[src/rtl/abc_to_dq.sv]
// abc_to_dq: sequential forward Clarke + Park transform.
// Converts phase quantities A/B/C into rotor-frame d/q using CosQ/SinQ.
// All words are 24-bit sign-magnitude Q12 (bit 23 sign, bits 22:0 magnitude).
// One shared multiplier and one shared adder are stepped through twelve
// operations by a small FSM; results appear together with a one-cycle valid.
module abc_to_dq (
    input  logic        clk,
    input  logic        rst_n,
    input  logic        start,
    input  logic [23:0] A,
    input  logic [23:0] B,
    input  logic [23:0] C,
    input  logic [23:0] CosQ,
    input  logic [23:0] SinQ,
    output logic [23:0] d,
    output logic [23:0] q,
    output logic        valid,
    output logic        busy,
    output logic        ovf
);

    localparam int          N   = 24;
    localparam int          Q   = 12;
    localparam logic [N-1:0] K3  = 24'h000555;
    localparam logic [N-1:0] KS3 = 24'h00093D;
    localparam logic [N-2:0] MAG_MAX = 23'h7FFFFF;

    typedef enum logic [3:0] {
        IDLE, S1, S2, S3, S4, S5, S6, S7, S8, S9, S10, S11, S12
    } state_t;

    state_t state, state_next;

    // Captured operands (isolated from the live inputs once accepted)
    logic [N-1:0] a_r, b_r, c_r, cos_r, sin_r;
    // Intermediate results
    logic [N-1:0] t, u, alpha, beta, p1, p2, p3, p4, d_acc;
    logic         ovf_flag;

    // Shared arithmetic operands and results
    logic [N-1:0]   mul_a, mul_b, mul_res;
    logic           mul_ovf;
    logic [2*N-3:0] mul_prod;
    logic [N-2:0]   mul_mag;

    logic [N-1:0] add_a, add_b, add_res;
    logic         add_ovf;
    logic [N-1:0] add_sum;
    logic [N-2:0] add_mag;
    logic         add_sign;

    logic step_ovf;
    logic accept;

    // Negative zero is folded to +0 so every stored word is canonical.
    function automatic logic [N-1:0] canon(input logic [N-1:0] x);
        return (x[N-2:0] == '0) ? '0 : x;
    endfunction

    // Flipping the sign turns the shared adder into a subtractor.
    function automatic logic [N-1:0] negate(input logic [N-1:0] x);
        return {~x[N-1], x[N-2:0]};
    endfunction

    // The final step doubles as an accepting slot so conversions can run back to back.
    assign accept = start && (state == IDLE || state == S12);
    assign busy   = (state != IDLE);

    // Shared multiplier: 23x23 magnitude product, Q12 truncation, saturation on overflow.
    always_comb begin
        mul_prod = {{(N-1){1'b0}}, mul_a[N-2:0]} * {{(N-1){1'b0}}, mul_b[N-2:0]};
        mul_ovf  = |mul_prod[2*N-3:Q+N-1];
        mul_mag  = mul_ovf ? MAG_MAX : mul_prod[Q+N-2:Q];
        mul_res  = (mul_mag == '0) ? '0 : {mul_a[N-1] ^ mul_b[N-1], mul_mag};
    end

    // Shared sign-magnitude adder with saturation on same-sign magnitude carry-out.
    always_comb begin
        add_sum  = {1'b0, add_a[N-2:0]} + {1'b0, add_b[N-2:0]};
        add_ovf  = 1'b0;
        add_sign = add_a[N-1];
        add_mag  = '0;
        if (add_a[N-1] == add_b[N-1]) begin
            if (add_sum[N-1]) begin
                add_mag = MAG_MAX;
                add_ovf = 1'b1;
            end else begin
                add_mag = add_sum[N-2:0];
            end
        end else if (add_a[N-2:0] >= add_b[N-2:0]) begin
            add_mag = add_a[N-2:0] - add_b[N-2:0];
        end else begin
            add_mag  = add_b[N-2:0] - add_a[N-2:0];
            add_sign = add_b[N-1];
        end
        add_res = (add_mag == '0) ? '0 : {add_sign, add_mag};
    end

    // Step sequencing: routes operands to the shared units and picks the next state.
    always_comb begin
        state_next = state;
        mul_a      = '0;
        mul_b      = '0;
        add_a      = '0;
        add_b      = '0;
        step_ovf   = 1'b0;
        case (state)
            IDLE: if (start) state_next = S1;
            S1:  begin add_a = a_r;   add_b = a_r;          step_ovf = add_ovf; state_next = S2;  end
            S2:  begin add_a = t;     add_b = negate(b_r);  step_ovf = add_ovf; state_next = S3;  end
            S3:  begin add_a = t;     add_b = negate(c_r);  step_ovf = add_ovf; state_next = S4;  end
            S4:  begin mul_a = t;     mul_b = K3;           step_ovf = mul_ovf; state_next = S5;  end
            S5:  begin add_a = b_r;   add_b = negate(c_r);  step_ovf = add_ovf; state_next = S6;  end
            S6:  begin mul_a = u;     mul_b = KS3;          step_ovf = mul_ovf; state_next = S7;  end
            S7:  begin mul_a = alpha; mul_b = cos_r;        step_ovf = mul_ovf; state_next = S8;  end
            S8:  begin mul_a = beta;  mul_b = sin_r;        step_ovf = mul_ovf; state_next = S9;  end
            S9:  begin add_a = p1;    add_b = p2;           step_ovf = add_ovf; state_next = S10; end
            S10: begin mul_a = beta;  mul_b = cos_r;        step_ovf = mul_ovf; state_next = S11; end
            S11: begin mul_a = alpha; mul_b = sin_r;        step_ovf = mul_ovf; state_next = S12; end
            S12: begin
                add_a      = p3;
                add_b      = negate(p4);
                step_ovf   = add_ovf;
                state_next = start ? S1 : IDLE;
            end
            default: state_next = IDLE;
        endcase
    end

    // State register.
    always_ff @(posedge clk or negedge rst_n) begin
        if (!rst_n) state <= IDLE;
        else        state <= state_next;
    end

    // Operand capture, intermediate results, sticky overflow and the output registers.
    always_ff @(posedge clk or negedge rst_n) begin
        if (!rst_n) begin
            a_r      <= '0;
            b_r      <= '0;
            c_r      <= '0;
            cos_r    <= '0;
            sin_r    <= '0;
            t        <= '0;
            u        <= '0;
            alpha    <= '0;
            beta     <= '0;
            p1       <= '0;
            p2       <= '0;
            p3       <= '0;
            p4       <= '0;
            d_acc    <= '0;
            ovf_flag <= 1'b0;
            d        <= '0;
            q        <= '0;
            valid    <= 1'b0;
            ovf      <= 1'b0;
        end else begin
            valid <= (state == S12);
            ovf   <= (state == S12) && (ovf_flag || step_ovf);
            case (state)
                S1, S2, S3: t     <= add_res;
                S4:         alpha <= mul_res;
                S5:         u     <= add_res;
                S6:         beta  <= mul_res;
                S7:         p1    <= mul_res;
                S8:         p2    <= mul_res;
                S9:         d_acc <= add_res;
                S10:        p3    <= mul_res;
                S11:        p4    <= mul_res;
                S12: begin
                    d <= d_acc;
                    q <= add_res;
                end
                default: ;
            endcase
            if (accept) begin
                a_r      <= canon(A);
                b_r      <= canon(B);
                c_r      <= canon(C);
                cos_r    <= canon(CosQ);
                sin_r    <= canon(SinQ);
                ovf_flag <= 1'b0;
            end else if (state != IDLE) begin
                ovf_flag <= ovf_flag || step_ovf;
            end
        end
    end

endmodule

[config.mk]
export PLATFORM = sky130hd
export DESIGN_NAME = abc_to_dq
export DESIGN_NICKNAME = d
export VERILOG_FILES = /design/src/rtl/abc_to_dq.sv
export SDC_FILE = /design/constraint.sdc
export NUM_CORES = 2
export LEC_CHECK = 0
export BUFFER_PORTS_ARGS = -buffer_cell sky130_fd_sc_hd__buf_2
export CAP_MARGIN = 15
export CORE_MARGIN = 4
export CORE_UTILIZATION = 67
export DETAILED_ROUTE_END_ITERATION = 8
export GPL_TIMING_DRIVEN = 0
export PLACE_DENSITY_LB_ADDON = 0.25
export SLEW_MARGIN = 30
export SYNTH_ARGS = -nofsm -noshare
export SYNTH_HDL_FRONTEND = slang
export SYNTH_SLANG_ARGS = --single-unit
[constraint.sdc]
create_clock -name clk -period 19.1 [get_ports clk]
set_input_delay 0.955 -clock clk [delete_from_list [all_inputs] [get_ports clk]]
set_output_delay 0.955 -clock clk [all_outputs]
set_load 0.005 [all_outputs]
* After elaboration in Yosys (flattened, before gate mapping) *
Index checks and enable logic that the tools add are counted.

storage, ports and cells
  output and inout port bits = 51
  bits of input ports = 123
  word-level logic and storage cells = 92
  flip-flop bits (word level) = 391

operators by class
  $add $sub $neg = 3
  muxes and demuxes = 25
  equal/unequal tests = 14
  bitwise operators = 4
  $lt $le $gt $ge = 1
  reductions and logical operators = 24
  multiply operators = 1

operator list
  kind                                                 count
  one-hot mux 24 bit (5 select lines)                  2
  one-hot mux 24 bit (4 select lines)                  2
  two-way mux 24 bit                                   7
  logical NOT 23 bit                                   7
  two-way mux 23 bit                                   4
  one-hot mux 4 bit (13 select lines)                  1
  multiplier 23 x 23 -> 46 bit                         1
  subtractor 23 bit                                    2
  adder 23 x 23 -> 24 bit                              1
  greater-or-equal comparator 23 bit                   1
  equality test 4 bit, second input constant           5
  equality test 4 x 3 -> 1 bit, second input constant  4
  OR reduction 2 bit                                   6
  OR reduction 6 bit                                   2
  OR reduction 11 bit                                  1
  equality test 4 x 2 -> 1 bit, second input constant  2
  two-way mux 1 bit                                    7
  equality test 4 x 1 -> 1 bit, second input constant  1
  logical NOT 4 bit                                    1
  two-way mux 4 bit                                    1
  nonzero test 4 bit                                   1
  NOT 1 bit                                            3
  OR reduction 3 bit                                   1
  logical AND 1 bit                                    2
  other kinds (6)                                      7

* Logic depth before layout (Yosys ltp) *
  depth in word-level cells = 10
  mapped depth = 40
  depth with buffers taken out = 33

* Worst setup path before layout *
OpenSTA, ideal clock, no wires.

  kind = register -> register
  from = reg state[1]
  to = reg p2[0]
  slack = 9,931 ps
  required time = 18,969 ps
  cell stages (with the launch flop) = 37
  setup time = 131 ps
  path buffers = 6
  arrival = 9,038 ps
  period minus slack after synthesis = 9,169 ps
  cell sequence = dfrtp_1 > buf_6 > buf_2 > inv_1 > nor2_1 > nor3_1 > clkbuf_1 > a221o_1 > clkbuf_1 > nand2_1 > fa_1 > inv_1 > fa_1 > inv_1 > fa_1 > fa_1 > inv_1 > fa_1 > fa_1 > inv_1 > fa_1 > inv_1 > ha_1 > and4_1 > and3_1 > nand4_1 > o2111ai_1 > a21oi_1 > or3_1 > and4_1 > a2111oi_0 > and4_1 > and4_1 > buf_2 > clkbuf_2 > and2_1 > o21ai_0

on the way
  word-level cells in the longest chain between the ends = 8
  elaborated cells on any way between the ends = 17
  those cells by class = mul: 1; eq/ne: 6; mux: 4; reduce/logical: 6

RTL lines
  what                                               RTL line  source
  start, declared                                    32        state_t state, state_next;
  start signal, assigned                             133       else state <= state_next;
  equality test 4 bit, or another cell as far along  107       case (state)
  OR reduction 2 bit (no line)                       -
  one-hot mux 24 bit (4 select lines)                107
  multiplier 23 x 23 -> 46 bit                       71        mul_prod = {{(N-1){1'b0}}, mul_a[N-2:0]} * {{(N-1){1'b0}}, mul_b[N-2:0]};
  OR reduction 11 bit                                72        mul_ovf = |mul_prod[2*N-3:Q+N-1];
  two-way mux 23 bit                                 73        mul_mag = mul_ovf ? MAG_MAX : mul_prod[Q+N-2:Q];
  logical NOT 23 bit                                 74        mul_res = (mul_mag == '0) ? '0 : {mul_a[N-1] ^ mul_b[N-1], mul_mag};
  two-way mux 24 bit                                 74
  end signal, assigned                               167       S8: p2 <= mul_res;
  end, declared                                      37        logic [N-1:0] t, u, alpha, beta, p1, p2, p3, p4, d_acc;

Parallel ways exist; a longest one is shown, timed or not.
A chain may end at the register's enable or synchronous reset.

* Worst setup path after layout *
  from = reg state[3]
  to = reg p2[8]

Same word-level chain as after synthesis.

==> reports/summary.txt <==
Maxcap violations: 0
Global-route wire length before repair: 210 mm
Overall routing resource usage: 46.1%
Mapped Area: 38600 um^2
Setup-failing EPs final: 0
Fin nets: 5476
Post-synthesis register bit count: 391
Via count: 35768
Rel. slew slack: 21.5%
Detail Route Antenna Nets: 0
Final WL: 142 mm
Worst R2R End: p2[8]
Fin Setup TNS: 0 ps
Cell variety after synth: 82
Maximum clock rate: 81.8 MHz
# H-tree levels: 2
Root buf cell: clkbuf_16
Crit path kind: flip-flop to flip-flop
Share of cells above drive strength 1: 9.60%
Crit-path max FO: 10
Hpwl dp: 113 mm
Post-synthesis net count: 5241
CTS Hold Bufs: 0
Clock skew: 54.1 ps
DRT iter0 DRCs: 4492
Total core area: 56700 um^2
Worst Setup Start Kind: flip-flop
# rows: 87
CTS tree: built
Sequential share of the synthesized area: 25.4%
R2r startpoint: state[3]
Critical Path Most Common Cell: fa_1
Slew Limit Fails: 0
Vias in the first global route: 34935
Pre-antenna DRT Iters: 8
Synth-to-layout area growth: 9.34%
Placed Instance Area: 40800 um^2
Chip height: 248 um
R2R Setup Slk: 6880 ps
Primary FF master, synth: dfrtp_1
Critical Path End Type: flip-flop
Boundary Pins: 174
CP max-delay cell: clkbuf_1
Number of enable flip-flop cells after synthesis: 0
Min-Delay Path Class: primary input to async pin
Post-synth ARST share: 100%
Clock slew at reported path FFs: 60 ps
Post-layout minimum cycle time: 12220 ps
Post-CTS setup buffers: 0
Via density: 6.54
CTS resizes: 0
Synth Area per Inst: 8.69 um^2
Drt drc: 0
CP max stage delay: 660 ps
WL/cell: 25.9 um
Chip Width: 248 um
CP Data Required Time: 19550 ps
Period utilization: 64.0%
Slew of the pin with the lowest slew margin: 1180 ps
Commonest cells after routing, fill and taps aside: nand2_1, inv_1, fa_1, dfrtp_1, nor2_1
Cell area after layout: 42200 um^2
Clock latency on the worst-skew pair: 620 ps
Cells after synthesis: 4441
Clock sink total: 391
Starting Density: 68.0%
Outcome: finished, final reports clean
Buffers on Ports: 173
Worst r2r path cells: 36
Total grt overflow: 0
Largest net degree at the start of global routing: 91
Most common cell after layout, fill and taps aside: nand2_1
RSZ-0062 raised after global routing: no
Final hold violations: 0
Worst Path Arrival: 12670 ps
Clock Path Buffers: 3
Synth warn: 0
Routability cong.: 1.05
TritonCTS Buffers: 41
Initial antenna violation count: 14
DIE AREA: 61500 um^2
registers in the layout (all words and copies together) (netlist names):
register,count
b_r,24
a_r,24
u,24
state,4
cos_r,24
p3,24
d_acc,24
ovf_flag,1
p2,24
p4,24
t,24
d,24
q,24
ovf,1
p1,24
valid,1
c_r,24
alpha,24
sin_r,24
beta,24
Yosys cell counts (all sizes together) (17+ instances only):
master  count  share of area [%]
a31oi      19               0.31
nor4       34               0.55
nand2     859                8.4
nor3       33               0.43
o21ai     236                3.1
mux2      124                3.6
ha        237                7.7
clkbuf    221                2.2
a21o       41               0.80
a22oi      66                1.3
a211oi     21               0.41
nand4      59               0.96
xnor2      33               0.77
dfrtp     391                 25
o21bai     27               0.53
and4       61                1.4
fa        440                 23
inv       590                5.7
buf        27               0.40
xor2       18               0.41
a221oi     29               0.67
nor2      364                3.5
nand3      17               0.22
a21oi     199                2.6
and2       41               0.66
layout make-up:
cell class	instances	area (um^2)
clock buffers	64	1210
flip-flops and latches	391	9780
fillers	4179	14500
diodes	5	12.5
repair buffers	192	1100
multi-input cells	3211	25800
clock inverters	11	164
inverters	591	2220
plain buffers	248	990
well taps	756	946
critical path: cells and delay by family, from the launching register on:
kind / cells / cell delay [ps]
buffers and inverters: 11 / 2570
adders and majority gates: 8 / 4030
and+or+nand+nor: 13 / 4000
DFF: 1 / 440
AOI/OAI and AO/OA: 4 / 1020
stage by stage:
| step | worst slack [ps] | instances | utilization [%] | hold WS [ps] |
|---|---|---|---|---|
| 2_1_floorplan | 9930 | 4441 | - | 435 |
| 3_3_place_gp | 7260 | 5370 | 71.2 | 449 |
| 3_5_place_dp | 7390 | 5387 | 71.9 | 455 |
| 4_1_cts | 7260 | 5462 | 74.3 | 311 |
| 5_1_grt | 6730 | 5464 | 74.4 | 349 |
| 6_report | 6880 | 5469 | 74.4 | 288 |
routing by layer:
metal / global-route usage [%] / wire length, um
met5: 0.795 / 168
met1: 61.1 / 52000
met2: 64.2 / 57500
met3: 20.5 / 22400
met4: 23.9 / 9680
worst max path at each step:
stage,start,endpoint
floorplan,state[1],p2[0]
global placement,state[3],p2[8]
detailed placement,state[3],p2[8]
CTS,state[3],p2[8]
global route,state[3],p2[10]
finish,state[3],p2[8]
logic make-up (layout without fill, tap and decap cells):
group / after synthesis / after routing / synth area share, %
AO/OA/AOI/OAI: 797 / 797 / 13.2
XOR/XNOR: 51 / 51 / 1.18
adder cells (fa/ha/maj): 677 / 677 / 30.5
buffers and inverters: 839 / 1106 / 8.30
flip-flops: 391 / 391 / 25.4
multiplexers: 132 / 132 / 3.83
other: 0 / 5 / 0
AND/OR/NAND/NOR: 1554 / 1554 / 17.7
Power is left out: the tool's default activity adds up to more than one toggle a clock period on the data nets, which glitch-free logic cannot reach.
